$ cat src/rtl/spi_cfg_pkg.sv
// spi_cfg_pkg: shared state, opcode and frame-length definitions
// for the SPI configuration register file.
package spi_cfg_pkg;

  typedef enum logic [1:0] {
    IDLE,
    SHIFT,
    COMMIT
  } state_t;

  localparam logic OP_WRITE = 1'b0;
  localparam logic OP_READ  = 1'b1;

  function automatic int frame_len(
    input int addr_w,
    input int data_w
  );
    return 1 + addr_w + data_w;
  endfunction

endpackage

$ cat src/rtl/spi_cfg_regs_if.sv
// spi_cfg_regs_if: SPI pin bundle between an external master
// and the configuration register file.
interface spi_cfg_regs_if;
  logic SCK;
  logic CS;
  logic MOSI;
  logic MISO;

  modport master (
    output SCK,
    output CS,
    output MOSI,
    input  MISO
  );

  modport slave (
    input  SCK,
    input  CS,
    input  MOSI,
    output MISO
  );
endinterface

$ cat src/rtl/spi_edge_sync.sv
// spi_edge_sync: multi-flop synchroniser plus edge flop giving
// registered level, rise and fall of an asynchronous pin.
module spi_edge_sync #(
  parameter int SYNC_STAGES = 2
) (
  input  logic CLK,
  input  logic RST,
  input  logic din,
  output logic lvl,
  output logic rise,
  output logic fall
);

  logic [SYNC_STAGES-1:0] sync;
  logic                   s_out;

  assign s_out = sync[SYNC_STAGES-1];

  always_ff @(posedge CLK or posedge RST) begin
    if (RST) begin
      sync <= '0;
      lvl  <= 1'b0;
      rise <= 1'b0;
      fall <= 1'b0;
    end else begin
      sync <= {sync[SYNC_STAGES-2:0], din};
      lvl  <= s_out;
      rise <= s_out & ~lvl;
      fall <= ~s_out & lvl;
    end
  end

endmodule

$ cat src/rtl/spi_cfg_regs.sv
// spi_cfg_regs: SPI-addressed configuration register file, CLK domain.
// Define SPI_CFG_READBACK_EN to build read frames and the MISO shifter.
module spi_cfg_regs
  import spi_cfg_pkg::*;
#(
  parameter int DATA_W      = 24,
  parameter int ADDR_W      = 4,
  parameter int NUM_REGS    = 4,
  parameter int SYNC_STAGES = 2,
  parameter logic [NUM_REGS*DATA_W-1:0] RESET_VALUES = '0
) (
  input  logic                       CLK,
  input  logic                       RST,
  spi_cfg_regs_if.slave              spi,
  output logic [NUM_REGS*DATA_W-1:0] cfg,
  output logic [NUM_REGS-1:0]        cfg_update,
  output logic                       frame_err
);

  localparam int FL = frame_len(ADDR_W, DATA_W);
  localparam int CW = $clog2(FL + 2);
  localparam logic [CW-1:0] CNT_MAX  = CW'(FL + 1);
  localparam logic [CW-1:0] CNT_FULL = CW'(FL);
  localparam logic [CW-1:0] CNT_HDR  = CW'(1 + ADDR_W);
`ifdef SPI_CFG_READBACK_EN
  localparam logic RB_EN = 1'b1;
`else
  localparam logic RB_EN = 1'b0;
`endif

  logic sck_lvl, sck_rise, sck_fall;
  logic cs_lvl, cs_rise, cs_fall;
  logic mosi_lvl, mosi_rise, mosi_fall;

  spi_edge_sync #(.SYNC_STAGES(SYNC_STAGES)) u_sck (
    .CLK (CLK),
    .RST (RST),
    .din (spi.SCK),
    .lvl (sck_lvl),
    .rise(sck_rise),
    .fall(sck_fall)
  );

  spi_edge_sync #(.SYNC_STAGES(SYNC_STAGES)) u_cs (
    .CLK (CLK),
    .RST (RST),
    .din (spi.CS),
    .lvl (cs_lvl),
    .rise(cs_rise),
    .fall(cs_fall)
  );

  spi_edge_sync #(.SYNC_STAGES(SYNC_STAGES)) u_mosi (
    .CLK (CLK),
    .RST (RST),
    .din (spi.MOSI),
    .lvl (mosi_lvl),
    .rise(mosi_rise),
    .fall(mosi_fall)
  );

  state_t            state;
  logic [FL-1:0]     sr;
  logic [CW-1:0]     cnt;
  logic              rw;
  logic [ADDR_W-1:0] addr;
  logic [DATA_W-1:0] data;
  logic              addr_ok;
  logic              frame_ok;

  assign rw      = sr[FL-1];
  assign addr    = sr[DATA_W +: ADDR_W];
  assign data    = sr[DATA_W-1:0];
  assign addr_ok = {1'b0, addr} < (ADDR_W+1)'(NUM_REGS);
  assign frame_ok = (cnt == CNT_FULL) && addr_ok &&
                    (rw == OP_WRITE || RB_EN);

  always_ff @(posedge CLK or posedge RST) begin
    if (RST) begin
      state      <= IDLE;
      sr         <= '0;
      cnt        <= '0;
      cfg        <= RESET_VALUES;
      cfg_update <= '0;
      frame_err  <= 1'b0;
    end else begin
      cfg_update <= '0;
      frame_err  <= 1'b0;
      case (state)
        IDLE: begin
          if (cs_fall) begin
            sr    <= '0;
            cnt   <= '0;
            state <= SHIFT;
          end
        end
        SHIFT: begin
          // bit is taken before a coincident CS rise ends the frame
          if (sck_rise) begin
            sr <= {sr[FL-2:0], mosi_lvl};
            if (cnt != CNT_MAX) cnt <= cnt + CW'(1);
          end
          if (cs_rise) state <= COMMIT;
        end
        COMMIT: begin
          state <= IDLE;
          if (!frame_ok) begin
            frame_err <= 1'b1;
          end else if (rw == OP_WRITE) begin
            for (int i = 0; i < NUM_REGS; i++) begin
              if (addr == ADDR_W'(i)) begin
                cfg[i*DATA_W +: DATA_W] <= data;
                cfg_update[i]           <= 1'b1;
              end
            end
          end
        end
        default: state <= IDLE;
      endcase
    end
  end

`ifdef SPI_CFG_READBACK_EN
  logic [DATA_W-1:0] miso_sr;
  logic [DATA_W-1:0] rd_word;

  // only the header has been shifted when the read word is fetched
  always_comb begin
    rd_word = '0;
    for (int i = 0; i < NUM_REGS; i++) begin
      if (sr[ADDR_W-1:0] == ADDR_W'(i))
        rd_word = cfg[i*DATA_W +: DATA_W];
    end
  end

  always_ff @(posedge CLK or posedge RST) begin
    if (RST) begin
      miso_sr <= '0;
    end else if (state != SHIFT) begin
      miso_sr <= '0;
    end else if (sck_fall) begin
      if (cnt == CNT_HDR && sr[ADDR_W] == OP_READ)
        miso_sr <= rd_word;
      else
        miso_sr <= {miso_sr[DATA_W-2:0], 1'b0};
    end
  end

  assign spi.MISO = miso_sr[DATA_W-1];

  logic unused_ok;
  assign unused_ok = ^{sck_lvl, cs_lvl, mosi_rise, mosi_fall};
`else
  assign spi.MISO = 1'b0;

  logic unused_ok;
  assign unused_ok = ^{sck_lvl, sck_fall, cs_lvl,
                       mosi_rise, mosi_fall};
`endif

endmodule

$ cat src/flat_wrapper.sv
// flat-port wrapper written by rule: the top's interface ports become plain ports
module spi_cfg_regs_flat import spi_cfg_pkg::*;
#(
  parameter int DATA_W      = 24,
  parameter int ADDR_W      = 4,
  parameter int NUM_REGS    = 4,
  parameter int SYNC_STAGES = 2,
  parameter logic [NUM_REGS*DATA_W-1:0] RESET_VALUES = '0
)
  (CLK, RST, cfg, cfg_update, frame_err, spi_SCK, spi_CS, spi_MOSI, spi_MISO);
  spi_cfg_regs_if spi_i ();
  input  logic CLK;
  input  logic RST;
  output logic [NUM_REGS*DATA_W-1:0] cfg;
  output logic [NUM_REGS-1:0] cfg_update;
  output logic frame_err;
  input wire logic [$bits(spi_i.SCK)-1:0] spi_SCK;
  input wire logic [$bits(spi_i.CS)-1:0] spi_CS;
  input wire logic [$bits(spi_i.MOSI)-1:0] spi_MOSI;
  output wire logic [$bits(spi_i.MISO)-1:0] spi_MISO;
  assign spi_i.SCK = spi_SCK;
  assign spi_i.CS = spi_CS;
  assign spi_i.MOSI = spi_MOSI;
  assign spi_MISO = spi_i.MISO;
  spi_cfg_regs #(.DATA_W(DATA_W), .ADDR_W(ADDR_W), .NUM_REGS(NUM_REGS), .SYNC_STAGES(SYNC_STAGES), .RESET_VALUES(RESET_VALUES)) u_core (.CLK(CLK), .RST(RST), .spi(spi_i), .cfg(cfg), .cfg_update(cfg_update), .frame_err(frame_err));
endmodule
$ cat config.mk
export PLATFORM = sky130hd
export DESIGN_NAME = spi_cfg_regs_flat
export DESIGN_NICKNAME = d
export VERILOG_FILES = /design/src/rtl/spi_cfg_pkg.sv /design/src/rtl/spi_cfg_regs_if.sv /design/src/rtl/spi_edge_sync.sv /design/src/rtl/spi_cfg_regs.sv /design/src/flat_wrapper.sv
export SDC_FILE = /design/constraint.sdc
export NUM_CORES = 1
export LEC_CHECK = 0
export ABC_AREA = 1
export CAP_MARGIN = 20
export CORE_UTILIZATION = 51
export DETAILED_ROUTE_END_ITERATION = 8
export HOLD_SLACK_MARGIN = 0.1
export PLACE_DENSITY = 0.77
export SLEW_MARGIN = 20
export SYNTH_ARGS = -nofsm -noshare
export SYNTH_HDL_FRONTEND = slang
export SYNTH_SLANG_ARGS = --single-unit
$ cat constraint.sdc
create_clock -name CLK -period 5.9 [get_ports CLK]
set_input_delay 1.18 -clock CLK [delete_from_list [all_inputs] [get_ports CLK]]
set_output_delay 1.18 -clock CLK [all_outputs]
set_load 0.1 [all_outputs]
==> qor.yml <==
cts_resized: 0
stdcell_area_um2: 8310
synthesis.area_um2: 6470
slew-limit-headroom: 0.303
die_h_um: 115
internal_power_mw: 1.86
p_sw_frac: 0.218
yosysTopAreaCell: "dfrtp_1"
synth_area_leaders: "dfrtp_1, nand2_1, inv_1, nand3_1, o21ai_0"
final_util: 0.680
cp_top_family: "buffers and inverters"
worstPathCellList: "clkdlybuf4s50_1"
powerDensity_nw_per_um2: 286
ys_seq_area_frac: 0.576
die-area_um2: 13100
clock_sinks: 149
yosysWarnings: 0
htree_levels: 4
max-cap-violations: 0
worstPathMaxFanout: 2
diodes: 0
required_ns: 4.72
drv_slew: 0
mappedNetlistNets: 793
whs_ns: 0.347
nFillCells: 1023
postCtsSetupBuffers: 0
fmax_ghz: 0.316
peakVddDrop_uv: 245
min_period_ns: 3.16
place_area_um2: 7590
row_count: 40
slowest_delay_ns: 1.15
clockBufferDepth: 2
worstPathArrival_ns: 1.98
drt-initial-drc-count: 432
drt-vias-per-instance: 4.93
die_w_um: 115
synth_area_per_cell_um2: 8.24
yosys-top-cells-count: "nand2_1, inv_1, dfrtp_1, nand3_1, o21ai_0"
io_pins: 107
gr-total-overflow: 0
ys_async_sr_fraction: 1.00
grt_pass1_vias: 5058
vias: 5222
routabilityCongestion: 0.779
yosys_register_bits: 149
antenna_left: 0
drive_gt1_frac: 0.0584
yosysUniqueCellTypes: 21
grt_max_degree: 114
setup-tns-final_ns: 0
worstMarginPinSlew_ns: 1.04
fin_crit_sh: 0.536
synth_top_area_frac: 0.576
cts_tree: "built"
setup_violations: 0
dp_hpwl_mm: 9.20
cts_buffers: 17
grt_pass1_wl_mm: 25.0
ctsHoldBuffers: 0
cts_root_buffer: "clkbuf_16"
wl_per_cell_um: 14.2
area_growth_syn_to_layout_pct: 28.5
setup_ws_ns: 2.74
startpoint_type: "register"
p_leak_nw: 4.62
synth_edf_count: 0
synth.most_common_cell: "nand2_1"
finalPower_mw: 2.38
fin_worst_skew_ns: 0.0105
clock_latency_ns: 0.43
status: "finished clean"
worst-path-buf-inv: 1
fin_cells: 1059
path_clk_slew_ns: 0.06
comb_power_share: 0.055
core_um2: 12200
path_class: "reg2out"
slowest_stage: "clkdlybuf4s50_1"
multi_input_area_um2: 1840
synthCells: 785
ff_latch_area_um2: 3730
grt_usage: 0.253
wl_mm: 15.1
p_switching_mw: 0.519
port_buffers: 105
drc: 0
hold_viol_final: 0
drt-pass1-iter-count: 5
clkPwrFrac: 0.500
pwr-share-seq: 0.445
ys.flop_type: "dfrtp_1"
rsz0062_at_grt: "no"
antenna_found_initial: 0
hold_path.class: "reg2reg"
worst_setup_path_end_kind: "output pin"
nets: 886
dp_cells: 1025
place_ws_ns: 2.91
initial_core_util: 0.530
flip-flops by register name, summed over array words and instances (netlist names), 2 cells and up:
| name | flops |
|---|---|
| u_core.cfg | 96 |
| u_core.cfg_update | 4 |
| u_core.u_mosi.sync | 2 |
| u_core.state | 2 |
| u_core.cnt | 5 |
| u_core.sr | 29 |
| u_core.u_sck.sync | 2 |
| u_core.u_cs.sync | 2 |
worst paths after layout:
path | start | endpoint | slack, ns | depth (start not counted)
setup reg to reg | u_core.cnt[1] | u_core.cfg[28] | 2.89 | 8
setup / recovery | u_core.cfg[55] | cfg[55] | 2.74 | 1
max in group asynchronous | RST | u_core.cfg[28] | 3.58 | 4
hold reg to reg | u_core.u_mosi.sync[0] | u_core.u_mosi.sync[1] | 0.35 | 0
min in group asynchronous | RST | u_core.cfg[91] | 1.08 | 2
hold / removal | u_core.u_mosi.sync[0] | u_core.u_mosi.sync[1] | 0.35 | 0
cell usage in the layout, fill, tap and decap left out, types with 7 or more instances in the layout:
cell / instances
clkdlybuf4s50_1: 105
nor2_1: 10
inv_1: 184
nand2_1: 214
o21ai_0: 35
dfrtp_1: 149
clkbuf_16: 17
nand4_1: 25
buf_4: 7
nand3_1: 111
clkbuf_8: 7
metal layers:
layer | GRT usage | vias to the layer above | routed length [um]
met4 | 0.108 | 0 | 329
met2 | 0.414 | 187 | 7380
met1 | 0.328 | 2466 | 6420
met3 | 0.0513 | 31 | 918
met5 | 0 | - | 0
li1 | - | 2538 | -
final cells by class:
| type | instances | share of cell area |
|---|---|---|
| flip-flops and latches | 149 | 0.449 |
| multi-input cells | 408 | 0.221 |
| repair buffers | 114 | 0.139 |
| inverters | 188 | 0.0855 |
| clock buffers | 25 | 0.0632 |
| well taps | 168 | 0.0253 |
| clock inverters | 7 | 0.0167 |
power groups by stage:
stage	Clock (mW)	Combinational, mW	Sequential (mW)
2_1_floorplan	0	0.0858	1.08
3_3_place_gp	0	0.115	1.08
3_5_place_dp	0	0.119	1.08
4_1_cts	1.20	0.120	1.06
5_1_grt	1.25	0.150	1.06
6_report	1.19	0.131	1.06
kinds of logic after synthesis:
family          Yosys count  share of synthesized area
flops                   149                      0.576
other cells               1                   0.000580
buf+inv                 228                      0.140
fa+ha+maj                 3                    0.00580
xor+xnor                  1                    0.00135
simple gates            368                      0.249
compound gates           35                     0.0271
No activity file was read; power rests on OpenSTA's default activity.
